File: config.mk
export PLATFORM = sky130hd
export DESIGN_NAME = lsu_store_misalign_split_flat
export DESIGN_NICKNAME = d
export VERILOG_FILES = /design/src/rtl/lsu_store_misalign_split_if.sv /design/src/rtl/lsu_store_misalign_split.sv /design/src/flat_wrapper.sv
export SDC_FILE = /design/constraint.sdc
export NUM_CORES = 1
export LEC_CHECK = 0
export BUFFER_PORTS_ARGS = -buffer_cell sky130_fd_sc_hd__buf_2
export CAP_MARGIN = 10
export CORE_ASPECT_RATIO = 1.1
export CORE_MARGIN = 1.5
export CORE_UTILIZATION = 35
export CTS_CLUSTER_SIZE = 8
export DETAILED_ROUTE_END_ITERATION = 8
export GPL_TIMING_DRIVEN = 0
export PLACE_DENSITY = 0.57
export SETUP_SLACK_MARGIN = 0.05
export SKIP_CTS_REPAIR_TIMING = 1
export SYNTH_ARGS = -nofsm -noshare
export SYNTH_HDL_FRONTEND = slang
export SYNTH_SLANG_ARGS = --single-unit
export TNS_END_PERCENT = 10
File: constraint.sdc
create_clock -name clk -period 4.7 [get_ports clk]
set_input_delay 0.94 -clock clk [delete_from_list [all_inputs] [get_ports clk]]
set_output_delay 0.94 -clock clk [all_outputs]
set_load 0.01 [all_outputs]
File: src/rtl/lsu_store_misalign_split_if.sv
// Store-request and dcache-write bundle for the misaligned store splitter.
// The slave modport is the splitter's view; master is the LSU/dcache side.
interface lsu_store_misalign_split_if;
  logic        req_valid_i;
  logic [31:0] req_addr_i;
  logic [31:0] req_wdata_i;
  logic [1:0]  req_size_i;
  logic        flush_i;
  logic        dc_valid_o;
  logic [31:0] dc_addr_o;
  logic [31:0] dc_wdata_o;
  logic [3:0]  dc_sel_o;
  logic        dc_ack_i;
  logic        stall_o;
  logic        misaligned_o;
  logic        done_o;

  modport slave (
    input  req_valid_i, req_addr_i, req_wdata_i, req_size_i, flush_i, dc_ack_i,
    output dc_valid_o, dc_addr_o, dc_wdata_o, dc_sel_o, stall_o, misaligned_o, done_o
  );

  modport master (
    output req_valid_i, req_addr_i, req_wdata_i, req_size_i, flush_i, dc_ack_i,
    input  dc_valid_o, dc_addr_o, dc_wdata_o, dc_sel_o, stall_o, misaligned_o, done_o
  );
endinterface

File: src/rtl/lsu_store_misalign_split.sv
// Store splitter: turns a byte/half/word store at any byte address into one
// or two word-aligned dcache writes with byte enables, stalling upstream
// until the last beat is acknowledged.
module lsu_store_misalign_split (
  input  logic                        clk,
  input  logic                        reset,
  lsu_store_misalign_split_if.slave   bus
);

  typedef enum logic [1:0] {
    IDLE = 2'd0,
    LO   = 2'd1,
    HI   = 2'd2
  } state_e;

  state_e      state_q;
  logic [31:0] addr_q;
  logic [63:0] data_q;
  logic [7:0]  mask_q;
  logic        split_q;

  logic [1:0]  off;
  logic [3:0]  base_d;
  logic [7:0]  mask_d;
  logic [63:0] data_d;
  logic [31:0] addr_d;
  logic        split_d;

  // Lane-position the incoming store across a two-word window
  always_comb begin
    off = bus.req_addr_i[1:0];
    case (bus.req_size_i)
      2'b00:   base_d = 4'b0001;
      2'b01:   base_d = 4'b0011;
      default: base_d = 4'b1111;  // 11 is reserved and handled as a word
    endcase
    mask_d  = {4'b0000, base_d} << off;
    data_d  = {32'h0, bus.req_wdata_i} << {off, 3'b000};
    addr_d  = {bus.req_addr_i[31:2], 2'b00};
    split_d = |mask_d[7:4];
  end

  // State and captured store; an ack in LO beats a same-cycle flush, HI ignores flush
  always_ff @(posedge clk) begin
    if (reset) begin
      state_q <= IDLE;
      addr_q  <= 32'h0;
      data_q  <= 64'h0;
      mask_q  <= 8'h0;
      split_q <= 1'b0;
    end else begin
      case (state_q)
        IDLE: begin
          if (bus.req_valid_i && !bus.flush_i) begin
            addr_q  <= addr_d;
            data_q  <= data_d;
            mask_q  <= mask_d;
            split_q <= split_d;
            state_q <= LO;
          end
        end
        LO: begin
          if (bus.dc_ack_i)    state_q <= split_q ? HI : IDLE;
          else if (bus.flush_i) state_q <= IDLE;
        end
        HI: begin
          if (bus.dc_ack_i) state_q <= IDLE;
        end
        default: state_q <= IDLE;
      endcase
    end
  end

  // Beat outputs decoded from state; bus fields forced to zero when not valid
  always_comb begin
    bus.dc_valid_o   = 1'b0;
    bus.dc_addr_o    = 32'h0;
    bus.dc_wdata_o   = 32'h0;
    bus.dc_sel_o     = 4'h0;
    bus.stall_o      = 1'b0;
    bus.misaligned_o = 1'b0;
    bus.done_o       = 1'b0;
    case (state_q)
      IDLE: begin
        // hold the requesting stage in the very cycle it presents the store
        bus.stall_o = bus.req_valid_i;
      end
      LO: begin
        bus.dc_valid_o   = 1'b1;
        bus.dc_addr_o    = addr_q;
        bus.dc_wdata_o   = data_q[31:0];
        bus.dc_sel_o     = mask_q[3:0];
        bus.stall_o      = 1'b1;
        bus.misaligned_o = split_q;
        bus.done_o       = bus.dc_ack_i && !split_q;
      end
      HI: begin
        bus.dc_valid_o   = 1'b1;
        bus.dc_addr_o    = addr_q + 32'd4;  // wraps past 0xFFFFFFFC
        bus.dc_wdata_o   = data_q[63:32];
        bus.dc_sel_o     = mask_q[7:4];
        bus.stall_o      = 1'b1;
        bus.misaligned_o = 1'b1;
        bus.done_o       = bus.dc_ack_i;
      end
      default: ;
    endcase
  end

endmodule

File: src/flat_wrapper.sv
// flat-port wrapper written by rule: the top's interface ports become plain ports
module lsu_store_misalign_split_flat 
  (clk, reset, bus_req_valid_i, bus_req_addr_i, bus_req_wdata_i, bus_req_size_i, bus_flush_i, bus_dc_ack_i, bus_dc_valid_o, bus_dc_addr_o, bus_dc_wdata_o, bus_dc_sel_o, bus_stall_o, bus_misaligned_o, bus_done_o);
  lsu_store_misalign_split_if bus_i ();
  input  logic clk;
  input  logic reset;
  input wire logic [$bits(bus_i.req_valid_i)-1:0] bus_req_valid_i;
  input wire logic [$bits(bus_i.req_addr_i)-1:0] bus_req_addr_i;
  input wire logic [$bits(bus_i.req_wdata_i)-1:0] bus_req_wdata_i;
  input wire logic [$bits(bus_i.req_size_i)-1:0] bus_req_size_i;
  input wire logic [$bits(bus_i.flush_i)-1:0] bus_flush_i;
  input wire logic [$bits(bus_i.dc_ack_i)-1:0] bus_dc_ack_i;
  output wire logic [$bits(bus_i.dc_valid_o)-1:0] bus_dc_valid_o;
  output wire logic [$bits(bus_i.dc_addr_o)-1:0] bus_dc_addr_o;
  output wire logic [$bits(bus_i.dc_wdata_o)-1:0] bus_dc_wdata_o;
  output wire logic [$bits(bus_i.dc_sel_o)-1:0] bus_dc_sel_o;
  output wire logic [$bits(bus_i.stall_o)-1:0] bus_stall_o;
  output wire logic [$bits(bus_i.misaligned_o)-1:0] bus_misaligned_o;
  output wire logic [$bits(bus_i.done_o)-1:0] bus_done_o;
  assign bus_i.req_valid_i = bus_req_valid_i;
  assign bus_i.req_addr_i = bus_req_addr_i;
  assign bus_i.req_wdata_i = bus_req_wdata_i;
  assign bus_i.req_size_i = bus_req_size_i;
  assign bus_i.flush_i = bus_flush_i;
  assign bus_i.dc_ack_i = bus_dc_ack_i;
  assign bus_dc_valid_o = bus_i.dc_valid_o;
  assign bus_dc_addr_o = bus_i.dc_addr_o;
  assign bus_dc_wdata_o = bus_i.dc_wdata_o;
  assign bus_dc_sel_o = bus_i.dc_sel_o;
  assign bus_stall_o = bus_i.stall_o;
  assign bus_misaligned_o = bus_i.misaligned_o;
  assign bus_done_o = bus_i.done_o;
  lsu_store_misalign_split u_core (.clk(clk), .reset(reset), .bus(bus_i));
endmodule
* After elaboration in Yosys (flattened, before gate mapping)
Cells that the tools add are included.
Cells by class: reductions and logical operators 10, multiplexer cells 14, shift operators 2, equal/unequal tests 6, $add $sub $neg 1
Operators by type and width (count):
- 32-bit one-hot mux with 2 select lines | 2
- 32-bit by 5-bit left shift with 64-bit output | 1
- 32-bit by 3-bit adder with 32-bit output, second input constant | 1
- 4-bit one-hot mux with 2 select lines | 2
- 2-bit 2-to-1 mux | 5
- 4-bit by 2-bit left shift with 8-bit output | 1
- 1-bit one-hot mux with 2 select lines | 3
- 2-bit one-hot mux with 3 select lines | 1
- 2-bit by 1-bit == test with 1-bit output, second input constant | 2
- 2-bit zero test | 2
- 4-bit OR reduction | 1
- 3-bit inequality test, second input constant | 1
- 3-bit AND reduction | 1
- 2-bit == test, second input constant | 1
- 1-bit logical AND | 2
- 1-bit zero test | 2
- 2-bit by 1-bit inequality test with 1-bit output, second input constant | 1
- 2-bit inequality test, second input constant | 1
- 2-bit AND reduction | 1
- 2-bit OR reduction | 1
- 1-bit 2-to-1 mux | 1
Storage, ports and cells: output and inout bits 72, input port bits 71, bits in registers 105, word-level logic and storage cells 38

* Depth between registers and ports, before layout
Gate-level depths: netlist of run 1.
word-level depth 4, gate-level depth with buffers 8

* Least setup slack after synthesis of run 1
No wires, ideal clock.
kind register -> output, from register u_core.state_q[0], to output bus_dc_addr_o[28], data required time 3.760 ns, cell stages (with the launch flop) 9, slack 1.701 ns, arrival time 2.059 ns, cell sequence dfxtp_1 inv_1 ha_1 clkbuf_1 and2_1 clkbuf_1 clkbuf_1 a41oi_1 a31oi_1
On the way: word-level cells in the longest chain between the ends 2
RTL lines:
- start, declared | line lsu_store_misalign_split.sv:16 | state_e state_q;
- start signal, assigned | line lsu_store_misalign_split.sv:63 | if (bus.dc_ack_i) state_q <= split_q ? HI : IDLE;
- 2-bit == test or 2-bit by 1-bit == test with 1-bit output (tied branches) | line lsu_store_misalign_split.sv:83 | case (state_q)
- 32-bit one-hot mux with 2 select lines * | line lsu_store_misalign_split.sv:83
- end, declared | line flat_wrapper.sv:14 | output wire logic [$bits(bus_i.dc_addr_o)-1:0] bus_dc_addr_o;
Every way passes the cells marked *; elsewhere a longest branch is shown, timed or not.

* Worst setup path in the final report of run 1
from register u_core.state_q[0], to output bus_dc_addr_o[23]
Same word-level chain as after synthesis.

==> PnR_summary.wiki, run 1 <==
{| class="wikitable"
! Metric !! Value
|-
| Outcome || completed
|-
| Finish-stage setup viols || 0
|-
| Clock tree from TritonCTS || yes
|-
| Number of max-slew violations in the final report || 0
|-
| Worst-case headroom to the max-slew limit || 50.1%
|-
| Global Route met2 Usage || 41.5%
|-
| RSZ-0062 raised after global routing || false
|-
| Fraction of final layout cells with drive strength greater than 1 || 20.3%
|-
| GR Overflow Total || 0
|-
| Cell types occupying the most area after synthesis || sky130_fd_sc_hd__dfxtp_1 35%, sky130_fd_sc_hd__nand2_1 9.0%, sky130_fd_sc_hd__a21oi_1 8.7%
|-
| Pleak || 2.64 nW
|-
| Area of the core || 15100 sq um
|-
| Worst stage delay on the critical path || 440 ps
|-
| Number of clock buffers inserted by TritonCTS || 9
|-
| Total number of H-tree levels || 3
|-
| DRC violation total after the first TritonRoute iteration || 582
|-
| Cell area after synthesis || 5440 sq um
|-
| Post-route clock period utilization || 85.3%
|-
| Path type of the worst min-delay path || reg2reg
|-
| Number of placement rows || 47
|-
| Area fraction of the dominant cell type after synthesis || 35.4%
|-
| Predominant post-synthesis flop cell || sky130_fd_sc_hd__dfxtp_1
|-
| Min Clock Period, post-route || 4010 ps
|-
| Mean number of vias per cell || 5.67
|-
| Clock latency on the worst-skew pair || 360 ps
|-
| Initial antenna violation count || 0
|-
| Cell breakdown of the critical path || inv_1, ha_1, clkbuf_1, and2_1, clkbuf_1, clkbuf_1, o21ai_0, a31oi_1, buf_2
|-
| CP Data Arrival Time || 3070 ps
|-
| Power density relative to cell area || 298 nW/um^2
|-
| I/O pin total || 143
|-
| Ranking of synthesized cells by instance count || 130 x sky130_fd_sc_hd__nand2_1, 96 x sky130_fd_sc_hd__dfxtp_1, 94 x sky130_fd_sc_hd__a21oi_1
|-
| Worst Path Class, Setup || reg2out
|-
| Capturing element type of the critical path || output port
|-
| Number of iterations in the first detailed-routing pass || 5
|-
| Diodes inserted || 0
|-
| Global route hottest layer || met2
|-
| Max-cap violations || 0
|-
| Clock tree root driver cell || sky130_fd_sc_hd__clkbuf_16
|-
| Area leader, netlist || sky130_fd_sc_hd__dfxtp_1
|-
| Met1 Use GR || 34.5%
|-
| Unique masters post-synth || 52
|-
| Worst clock skew || 5.45 ps
|-
| Total negative slack for setup checks || 0 ps
|-
| Worst vdd ir || 0.160 mV
|-
| Die extent in y || 134 microns
|-
| Slew at the pin with the worst max-slew slack || 745 ps
|-
| Width of the die || 122 microns
|-
| Sequential cell area fraction in the yosys report || 35.4%
|-
| Clock Pin Slew Worst Setup and Hold Paths || 70 ps
|-
| Count of clock tree sinks || 96
|-
| Count of vias placed by the detailed router || 6249
|-
| Async set-reset flop share out of synthesis || 0%
|-
| Number of fill cells || 1610
|-
| Buffers from clock root to sink, at most || 2
|-
| Routed Antenna Nets || 0
|-
| Maximum net fanout on the critical path || 10
|-
| Required time of the worst setup path || 3760 ps
|-
| Area of the die || 16300 sq um
|-
| Average footprint of a synthesized cell || 7.27 sq um
|-
| Nets || 977
|-
| Hold Worst Slack || 449 ps
|-
| Remaining design rule violation count || 0
|-
| Instance count of the mapped netlist || 748
|-
| Maximum number of pins on one net before global-route repair || 17
|-
| Number of global-route vias before repair || 5772
|-
| Most frequent CP cell || sky130_fd_sc_hd__clkbuf_1
|-
| Last weighted congestion value of the routability-driven placer || 0.927
|-
| PortBufs || 139
|-
| GR Util met3 || 4.45%
|-
| Layout-stage area growth over the synthesis result || 23.6%
|-
| Post-synth EDFFs || 0
|-
| Highest Clock Rate || 0.249 GHz
|-
| Global-route wire length before repair || 32.1 mm
|-
| DRT Wirelength || 21.1 mm
|-
| Number of flip-flops and latches in the synthesized netlist || 96
|-
| Hold Fails Final Rpt || 0
|-
| Post-detailed-route wirelength per cell || 19.1 microns
|-
| Slowest cell on the critical path || sky130_fd_sc_hd__clkbuf_1
|-
| Yosys warnings || 0
|-
| Post-DP HPWL || 15.1 mm
|-
| Launching element type of the critical path || flip-flop
|-
| Overall routing resource usage || 25.7%
|-
| Starting density of the core || 36.0%
|-
| Count leader, synth || sky130_fd_sc_hd__nand2_1
|}
[per-layer routing]
metal | share of wire (%) | wire length (microns)
met5 | 0 | 0
met4 | 2.1 | 444
met3 | 7.4 | 1560
met2 | 46 | 9770
met1 | 44 | 9290
[cell type report]
cell class	instances	area (sq um)	area share (%)
multi-input combinational	569	3190	47.4
sequential	96	1920	28.6
timing repair buffer	141	706	10.5
buffer	73	292	4.34
tap	196	245	3.65
clock buffer	11	243	3.61
clock inverter	5	86.3	1.28
inverter	11	41.3	0.614
[registers in the layout, summed over array words and instances (netlist names)]
register and cells:
u_core.addr_q 30, u_core.data_q 56, u_core.mask_q 7, u_core.split_q 1
u_core.state_q 2
[cell families after synthesis]
| logic type | after synthesis | share of synthesized area [%] |
|---|---|---|
| AND/OR/NAND/NOR | 327 | 27.5 |
| flip-flops | 96 | 35.4 |
| other | 1 | 0.0690 |
| adder cells (fa/ha/maj) | 5 | 1.15 |
| buffers and inverters | 84 | 6.12 |
| AO/OA/AOI/OAI | 210 | 24.9 |
| multiplexers | 25 | 4.93 |
[stage by stage]
stage | utilization [%] | instances | power (mW) | worst slack (ps) | instance area, sq um
3_3_place_gp | 42.2 | 1084 | 1.17 | 1020 | 6380
3_5_place_dp | 42.3 | 1086 | 1.18 | 1120 | 6390
4_1_cts | 44.5 | 1102 | 2.00 | 713 | 6720
5_1_grt | 44.5 | 1102 | 2.07 | 556 | 6720
2_1_floorplan | - | 749 | 1.05 | 1700 | 5440
6_report | 44.5 | 1102 | 2.00 | 692 | 6720
[path summary, 6_finish.rpt]
kind | from | end | slack [ps] | cells after the start
setup / recovery | u_core.state_q[0]$_SDFFE_PP0P_ | bus_dc_addr_o[23] | 690 | 9
hold reg to reg | u_core.data_q[29]$_SDFFE_PP0P_ | u_core.data_q[29]$_SDFFE_PP0P_ | 450 | 2
setup reg to reg | u_core.state_q[0]$_SDFFE_PP0P_ | u_core.data_q[33]$_SDFFE_PP0P_ | 2320 | 8
hold / removal | u_core.data_q[29]$_SDFFE_PP0P_ | u_core.data_q[29]$_SDFFE_PP0P_ | 450 | 2
[cell usage in the layout (no fill, tap or decap), types with 4 or more instances in the layout]
cell                        Yosys  final
sky130_fd_sc_hd__nand4_1       12     12
sky130_fd_sc_hd__buf_2          5    146
sky130_fd_sc_hd__a21oi_1       94     94
sky130_fd_sc_hd__ha_1           5      5
sky130_fd_sc_hd__a31o_2         4      4
sky130_fd_sc_hd__dfxtp_1       96     96
sky130_fd_sc_hd__nor2_1        72     72
sky130_fd_sc_hd__mux2i_1       11     11
sky130_fd_sc_hd__nand3_1       35     35
sky130_fd_sc_hd__o211ai_1      12     12
sky130_fd_sc_hd__clkbuf_1      53     54
sky130_fd_sc_hd__and2_1        15     15
sky130_fd_sc_hd__nor3_1        28     28
sky130_fd_sc_hd__a311oi_1       4      4
sky130_fd_sc_hd__o21ai_0       14     14
sky130_fd_sc_hd__and3_1         8      8
sky130_fd_sc_hd__inv_1          9      9
sky130_fd_sc_hd__and4_1         5      5
sky130_fd_sc_hd__buf_1         12     12
sky130_fd_sc_hd__a22oi_1       28     28
sky130_fd_sc_hd__a211oi_1       4      4
sky130_fd_sc_hd__a31oi_1       12     12
sky130_fd_sc_hd__clkbuf_16      0      9
sky130_fd_sc_hd__nand2_1      130    130
sky130_fd_sc_hd__or3_1          4      4
sky130_fd_sc_hd__a221oi_1      13     13
sky130_fd_sc_hd__nor4_1         6      6
sky130_fd_sc_hd__mux2_2        14     14
[report_power, final]
part / switching (mW) / leakage, nW / internal, mW / total, mW
clock: 0.349 / 0.161 / 0.487 / 0.835
sequential: 0.0283 / 0.782 / 0.850 / 0.878
combinational: 0.191 / 1.70 / 0.0954 / 0.287
[worst max-delay path, delay by kind of cell (launching register included)]
kind / cells / cell delay (ps)
AND/OR/NAND/NOR: 1 / 180
AO/OA/AOI/OAI: 2 / 380
buffers and inverters: 5 / 1430
adder cells (fa/ha/maj): 1 / 330
flip-flops: 1 / 380
No activity file was read; power rests on OpenSTA's default activity.
==> inputs of run 2 (changes only) <==
Settings changed: CTS_BUF_LIST set to sky130_fd_sc_hd__clkbuf_4.
==> PnR_summary.wiki, run 2 (synthesized netlist as in run 1, its figures left out) <==
{| class="wikitable"
! Metric !! Value
|-
| DRC violation total after the first TritonRoute iteration || 606 (+4.1%)
|-
| Number of flip-flops in the largest register || 56 (unchanged)
|-
| Post-DP HPWL || 15.1 mm (unchanged)
|-
| Count of vias placed by the detailed router || 6207 (-0.67%)
|-
| Die extent in y || 134 microns (unchanged)
|-
| Post-route clock period utilization || 89.0% (+3.7 points)
|-
| Maximum net fanout on the critical path || 10 (unchanged)
|-
| Number of iterations in the first detailed-routing pass || 5 (unchanged)
|-
| Cell area after layout || 6560 sq um (-2.4%)
|-
| GR Util met3 || 3.38% (-1.1 points)
|-
| Worst stage delay on the critical path || 460 ps (+20 ps)
|-
| Slew at the pin with the worst max-slew slack || 756 ps (+11.4 ps)
|-
| Count of clock tree sinks || 96 (unchanged)
|-
| I/O pin total || 143 (unchanged)
|-
| PortBufs || 139 (unchanged)
|-
| Leading cell type in the layout, fill and taps excluded || sky130_fd_sc_hd__buf_2
|-
| Required time of the worst setup path || 3760 ps (about the same)
|-
| Number of placement rows || 47 (unchanged)
|-
| Maximum number of pins on one net before global-route repair || 17 (unchanged)
|-
| Cell breakdown of the critical path || inv_1, ha_1, clkbuf_1, and2_1, clkbuf_1, clkbuf_1, o21ai_0, a31oi_1, buf_2
|-
| Post-detailed-route wirelength per cell || 18.9 microns (-0.92%)
|-
| Last weighted congestion value of the routability-driven placer || 0.927 (unchanged)
|-
| Hold Fails Final Rpt || 0 (unchanged)
|-
| Highest-count cells in the layout ignoring fill and taps || 146 x sky130_fd_sc_hd__buf_2, 130 x sky130_fd_sc_hd__nand2_1, 96 x sky130_fd_sc_hd__dfxtp_1
|-
| Crit path setup slack, layout || 516 ps (-176 ps)
|-
| Finish-stage setup viols || 0 (unchanged)
|-
| Diodes inserted || 0 (unchanged)
|-
| Met1 Use GR || 34.3% (-0.21 points)
|-
| Largest registers || u_core.data_q: 56 flops, u_core.addr_q: 30 flops, u_core.mask_q: 7 flops
|-
| Slowest cell on the critical path || sky130_fd_sc_hd__clkbuf_1
|-
| Capturing element type of the critical path || output port
|-
| Crit-path leading delay family || buffers and inverters
|-
| Clock tree from TritonCTS || yes
|-
| Clock latency on the worst-skew pair || 480 ps (+120 ps)
|-
| Overall routing resource usage || 25.4% (-0.28 points)
|-
| GR Overflow Total || 0 (unchanged)
|-
| Worst-case headroom to the max-slew limit || 49.6% (-0.58 points)
|-
| Layout-stage area growth over the synthesis result || 20.6%
|-
| Utilization of the core after routing || 43.4% (-1.1 points)
|-
| Worst Path Class, Setup || reg2out
|-
| Path type of the worst min-delay path || reg2reg
|-
| Global Route met2 Usage || 41.4% (-0.16 points)
|-
| Number of max-slew violations in the final report || 0 (unchanged)
|-
| Power density relative to cell area || 260 nW/um^2 (-13%)
|-
| Nets || 977 (unchanged)
|-
| Launching element type of the critical path || flip-flop
|-
| Area of the die || 16300 sq um (unchanged)
|-
| Global route hottest layer || met2
|-
| Starting density of the core || 36.0% (unchanged)
|-
| Number of global-route vias before repair || 5747 (-0.43%)
|-
| Worst clock skew || 10.6 ps (+5.17 ps)
|-
| Global-route wire length before repair || 31.8 mm (-0.78%)
|-
| Remaining design rule violation count || 0 (unchanged)
|-
| Width of the die || 122 microns (unchanged)
|-
| Worst vdd ir || 0.118 mV (-26%)
|-
| Fraction of final layout cells with drive strength greater than 1 || 20.3% (unchanged)
|-
| Number of clock buffers inserted by TritonCTS || 9 (unchanged)
|-
| Number of fill cells || 1633 (+1.4%)
|-
| DP Area || 6390 sq um (unchanged)
|-
| RSZ-0062 raised after global routing || false
|-
| Most frequent CP cell || sky130_fd_sc_hd__clkbuf_1
|-
| Routed Antenna Nets || 0 (unchanged)
|-
| Number of buffers and inverters on the critical path || 5 (unchanged)
|-
| Buffers from clock root to sink, at most || 2 (unchanged)
|-
| Largest reg by FF count || u_core.data_q
|-
| Post-place setup slack || 1120 ps (unchanged)
|-
| Initial antenna violation count || 0 (unchanged)
|-
| Min Clock Period, post-route || 4180 ps (+176 ps)
|-
| DRT Wirelength || 20.9 mm (-0.92%)
|-
| Pleak || 2.57 nW (-2.7%)
|-
| Max-cap violations || 0 (unchanged)
|-
| Clock tree root driver cell || sky130_fd_sc_hd__clkbuf_4
|-
| Mean number of vias per cell || 5.63 (-0.67%)
|-
| Clock Pin Slew Worst Setup and Hold Paths || 160 ps (+90 ps)
|-
| Total number of H-tree levels || 3 (unchanged)
|-
| Total instance count after detailed placement || 1086 (unchanged)
|-
| Area of the core || 15100 sq um (unchanged)
|-
| Outcome || completed
|-
| CP Data Arrival Time || 3240 ps (+170 ps)
|-
| Non-filler cells in the finished layout || 1102 (unchanged)
|-
| Highest Clock Rate || 0.239 GHz (-4.2%)
|-
| Total negative slack for setup checks || 0 ps (unchanged)
|}
## run 2: through the flow
stage / power [mW] / hold WS, ps
CTS: 1.70 / 460
global route: 1.77 / 483
finish: 1.70 / 457
global placement: 1.17 / 436
floorplan: 1.05 / 427
detailed placement: 1.18 / 442
## run 2: metal layers
layer / vias to the layer above / share of wire (%)
met5: - / 0
li1: 2981 / -
met2: 301 / 46
met1: 2894 / 44
met4: 0 / 2.1
met3: 31 / 7.8
## run 2: area by class of cell
cell class	instances	area, sq um	share of cell area [%]
plain buffers	73	292	4.45
clock buffers	10	75.1	1.15
clock inverters	6	90.1	1.37
inverters	11	41.3	0.630
multi-input cells	569	3190	48.6
flip-flops and latches	96	1920	29.3
well taps	196	245	3.74
repair buffers	141	706	10.8
## run 2: tightest hold or removal path: cells and delay by family (launching register included)
kind	cells	cell delay, ps
and+or+nand+nor	1	50
DFF	1	330
AOI/OAI and AO/OA	1	50
## run 2: final timing paths
path	start	endpoint	slack [ps]	cells past startpoint
setup reg to reg	u_core.state_q[0]$_SDFFE_PP0P_	u_core.data_q[33]$_SDFFE_PP0P_	2300	8
hold reg to reg	u_core.mask_q[3]$_SDFFE_PP0P_	u_core.mask_q[3]$_SDFFE_PP0P_	460	2
hold / removal	u_core.mask_q[3]$_SDFFE_PP0P_	u_core.mask_q[3]$_SDFFE_PP0P_	460	2
setup / recovery	u_core.state_q[0]$_SDFFE_PP0P_	bus_dc_addr_o[23]	520	9
## run 2: power breakdown
part           internal (mW)  total [mW]  switching, mW  leakage [nW]
clock network          0.225       0.539          0.314        0.0890
logic                 0.0953       0.285          0.190          1.70
registers              0.851       0.879         0.0285         0.782
==> inputs of run 3 (changes only) <==
Settings changed: ABC_AREA set to 1.
==> PnR_summary.wiki, run 3 <==
{| class="wikitable"
! Metric !! Value
|-
| GR Overflow Total || 0 (unchanged)
|-
| Number of global-route vias before repair || 5844 (+1.7%)
|-
| Maximum net fanout on the critical path || 10 (unchanged)
|-
| Number of iterations in the first detailed-routing pass || 5 (unchanged)
|-
| Count of vias placed by the detailed router || 6434 (+3.7%)
|-
| Die extent in y || 136 microns (+1.7%)
|-
| Cell area after synthesis || 5630 sq um (+3.5%)
|-
| Nets || 1160 (+19%)
|-
| Number of clock buffers inserted by TritonCTS || 9 (unchanged)
|-
| Clock latency on the worst-skew pair || 480 ps (about the same)
|-
| Count of clock tree sinks || 96 (unchanged)
|-
| Remaining design rule violation count || 0 (unchanged)
|-
| Path type of the worst min-delay path || reg2reg
|-
| Global-route wire length before repair || 32.4 mm (+1.9%)
|-
| I/O pin total || 143 (unchanged)
|-
| Worst-case register-to-register setup slack || 2670 ps (+370 ps)
|-
| Hold Path Sink || u_core.data_q[7]$_SDFFE_PP0P_
|-
| Starting density of the core || 35.8% (-0.20 points)
|-
| Post-place setup slack || 1570 ps (+450 ps)
|-
| Mean number of vias per cell || 5.00 (-11%)
|-
| Reg2reg start || u_core.state_q[1]$_SDFFE_PP0P_
|-
| Required time of the worst setup path || 3760 ps (about the same)
|-
| Async set-reset flop share out of synthesis || 0% (unchanged)
|-
| CP Data Arrival Time || 2780 ps (-460 ps)
|-
| Utilization of the core after routing || 42.7% (-0.71 points)
|-
| Number of placement rows || 48 (+2.1%)
|-
| Sequential cell area fraction in the yosys report || 34.1% (-1.2 points)
|-
| Average footprint of a synthesized cell || 6.04 sq um (-17%)
|-
| PortBufs || 140 (+0.72%)
|-
| Area fraction of the dominant cell type after synthesis || 34.1% (-1.2 points)
|-
| Power density relative to cell area || 243 nW/um^2 (-6.5%)
|-
| Worst r2r path cells || 9 (+1)
|-
| DP Area || 6580 sq um (+3.0%)
|-
| Worst clock skew || 8.74 ps (-1.88 ps)
|-
| Largest reg by FF count || u_core.data_q
|-
| Ranking of synthesized cells by instance count || 344 x sky130_fd_sc_hd__nand2_1, 109 x sky130_fd_sc_hd__a21oi_1, 96 x sky130_fd_sc_hd__dfxtp_1
|-
| Unique masters post-synth || 35 (-33%)
|-
| Finish-stage setup viols || 0 (unchanged)
|-
| R2r endpoint || u_core.addr_q[21]$_SDFFE_PP0P_
|-
| Cell breakdown of the critical path || inv_1, ha_1, clkinv_1, buf_1, a21oi_1, buf_2
|-
| Highest Clock Rate || 0.269 GHz (+13%)
|-
| Number of buffers and inverters on the critical path || 4 (-1)
|-
| Worst vdd ir || 0.165 mV (+40%)
|-
| Total number of H-tree levels || 3 (unchanged)
|-
| Slowest cell on the critical path || sky130_fd_sc_hd__buf_1
|-
| Clock Pin Slew Worst Setup and Hold Paths || 150 ps (about the same)
|-
| Capturing element type of the critical path || output port
|-
| Slew at the pin with the worst max-slew slack || 802 ps (+45.8 ps)
|-
| Min Clock Period, post-route || 3720 ps (-467 ps)
|-
| Highest-count cells in the layout ignoring fill and taps || 344 x sky130_fd_sc_hd__nand2_1, 152 x sky130_fd_sc_hd__buf_2, 109 x sky130_fd_sc_hd__a21oi_1
|-
| Worst Path Class, Setup || reg2out
|-
| Worst stage delay on the critical path || 450 ps (about the same)
|-
| Worst-case headroom to the max-slew limit || 46.5% (-3.1 points)
|-
| Post-route clock period utilization || 79.1% (-9.9 points)
|-
| Area of the core || 15700 sq um (+4.1%)
|-
| Overall routing resource usage || 25.8% (+0.41 points)
|-
| Cell area after layout || 6710 sq um (+2.4%)
|-
| Outcome || completed
|-
| Predominant post-synthesis flop cell || sky130_fd_sc_hd__dfxtp_1
|-
| RSZ-0062 raised after global routing || false
|-
| Post-DP HPWL || 15.9 mm (+5.0%)
|-
| Number of flip-flops and latches in the synthesized netlist || 96 (unchanged)
|-
| Routed Antenna Nets || 0 (unchanged)
|-
| DRT Wirelength || 21.3 mm (+2.0%)
|-
| Worst Hold Depth || 2 (unchanged)
|-
| Number of fill cells || 1802 (+10%)
|-
| Width of the die || 124 microns (+1.7%)
|-
| Hold Fails Final Rpt || 0 (unchanged)
|-
| Post-synth EDFFs || 0 (unchanged)
|-
| Number of flip-flops in the largest register || 56 (unchanged)
|-
| Clock tree root driver cell || sky130_fd_sc_hd__clkbuf_4
|-
| Last weighted congestion value of the routability-driven placer || 0.887 (-4.3%)
|-
| Initial antenna violation count || 0 (unchanged)
|-
| Layout-stage area growth over the synthesis result || 19.3%
|-
| Total negative slack for setup checks || 0 ps (unchanged)
|-
| Largest registers || u_core.data_q: 56 flops, u_core.addr_q: 30 flops, u_core.mask_q: 7 flops
|-
| Crit path setup slack, layout || 983 ps (+467 ps)
|-
| Count leader, synth || sky130_fd_sc_hd__nand2_1
|-
| Area leader, netlist || sky130_fd_sc_hd__dfxtp_1
|-
| Max-cap violations || 0 (unchanged)
|-
| Diodes inserted || 0 (unchanged)
|-
| Post-detailed-route wirelength per cell || 16.5 microns (-13%)
|-
| Launching element type of the critical path || flip-flop
|-
| Buffers from clock root to sink, at most || 2 (unchanged)
|-
| Pleak || 2.97 nW (+16%)
|-
| Cell types occupying the most area after synthesis || sky130_fd_sc_hd__dfxtp_1 34%, sky130_fd_sc_hd__nand2_1 23%, sky130_fd_sc_hd__a21oi_1 9.7%
|-
| Number of max-slew violations in the final report || 0 (unchanged)
|-
| Yosys warnings || 0 (unchanged)
|-
| Launch instance of the worst min-delay path || u_core.data_q[7]$_SDFFE_PP0P_
|-
| Clock tree from TritonCTS || yes
|-
| Maximum number of pins on one net before global-route repair || 16 (-1)
|-
| Crit-path leading delay family || buffers and inverters
|-
| Area of the die || 16900 sq um (+3.4%)
|-
| DRC violation total after the first TritonRoute iteration || 633 (+4.5%)
|-
| Instance count of the mapped netlist || 932 (+25%)
|-
| Leading cell type in the layout, fill and taps excluded || sky130_fd_sc_hd__nand2_1
|-
| Fraction of final layout cells with drive strength greater than 1 || 17.6% (-2.7 points)
|}
-- run 3: cell types whose count changed in the layout (fill, tap and decap cells not counted), moves of 9 or more --
cell,change
sky130_fd_sc_hd__nand3_1,+12
sky130_fd_sc_hd__o211ai_1,-11
sky130_fd_sc_hd__mux2_2,-14
sky130_fd_sc_hd__a221oi_1,-12
sky130_fd_sc_hd__nand2_1,+214
sky130_fd_sc_hd__inv_1,+69
sky130_fd_sc_hd__clkbuf_1,-18
sky130_fd_sc_hd__nor3_1,-26
sky130_fd_sc_hd__o21ai_0,+57
sky130_fd_sc_hd__a22oi_1,-26
sky130_fd_sc_hd__a21oi_1,+15
sky130_fd_sc_hd__and2_1,-15
sky130_fd_sc_hd__mux2i_1,-9
-- run 3: final cells by class --
class                   instances  area [sq um]  area share, %
plain buffers                  57           259           3.86
clock buffers                  10          75.1           1.12
clock inverters                 5          56.3          0.839
inverters                      80           300           4.47
multi-input cells             700          3150           46.9
flip-flops and latches         96          1920           28.6
well taps                     200           250           3.73
repair buffers                140           701           10.4
-- run 3: logic make-up after synthesis --
kind of cell	Yosys count	synth area share [%]
compound gates	207	19.4
fa+ha+maj	5	1.11
buf+inv	137	9.94
flops	96	34.1
mux	2	0.356
other cells	1	0.0666
simple gates	484	35.0
-- run 3: worst max path at each step --
| stage | start | endpoint | slack, ps | depth (start not counted) |
|---|---|---|---|---|
| 6_report | u_core.state_q[1]$_SDFFE_PP0P_ | bus_dc_wdata_o[3] | 980 | 6 |
| 2_1_floorplan | u_core.state_q[0]$_SDFFE_PP0P_ | bus_dc_addr_o[17] | 2290 | 5 |
| 3_3_place_gp | u_core.state_q[1]$_SDFFE_PP0P_ | bus_dc_wdata_o[3] | 1580 | 6 |
| 5_1_grt | u_core.state_q[1]$_SDFFE_PP0P_ | bus_dc_wdata_o[7] | 860 | 6 |
| 4_1_cts | u_core.state_q[1]$_SDFFE_PP0P_ | bus_dc_wdata_o[3] | 1010 | 6 |
| 3_5_place_dp | u_core.state_q[1]$_SDFFE_PP0P_ | bus_dc_wdata_o[3] | 1570 | 6 |
-- run 3: layer usage --
layer  up-vias  wire length, microns  global-route usage [%]
met3        20                  1330                    4.40
met2       231                 10200                    43.8
met5         -                     0                       0
met1      2893                  9450                    34.0
met4         0                   287                    6.06
li1       3290                     -                       -
-- run 3: per-stage QoR --
stage,hold slack [ps],instances,power (mW)
after CTS,477,1288,1.64
after global routing,489,1288,1.71
final,476,1288,1.63
after floorplan,446,933,1.06
after global placement,453,1273,1.18
after detailed placement,456,1273,1.18
-- run 3: worst register-to-register path: stages, from the launching register on --
cell	delay (ps)
sky130_fd_sc_hd__dfxtp_1	430
sky130_fd_sc_hd__inv_1	90
sky130_fd_sc_hd__ha_1	200
sky130_fd_sc_hd__nand2_1	120
sky130_fd_sc_hd__nor2_4	70
sky130_fd_sc_hd__inv_2	70
sky130_fd_sc_hd__buf_6	130
sky130_fd_sc_hd__clkbuf_1	450
sky130_fd_sc_hd__o21ai_0	240
sky130_fd_sc_hd__a21oi_1	170
-- run 3: power breakdown --
group	switching, mW	internal, mW	leakage [nW]
sequential	0.0349	0.853	0.783
combinational	0.190	0.0876	2.12
clock	0.299	0.166	0.0743
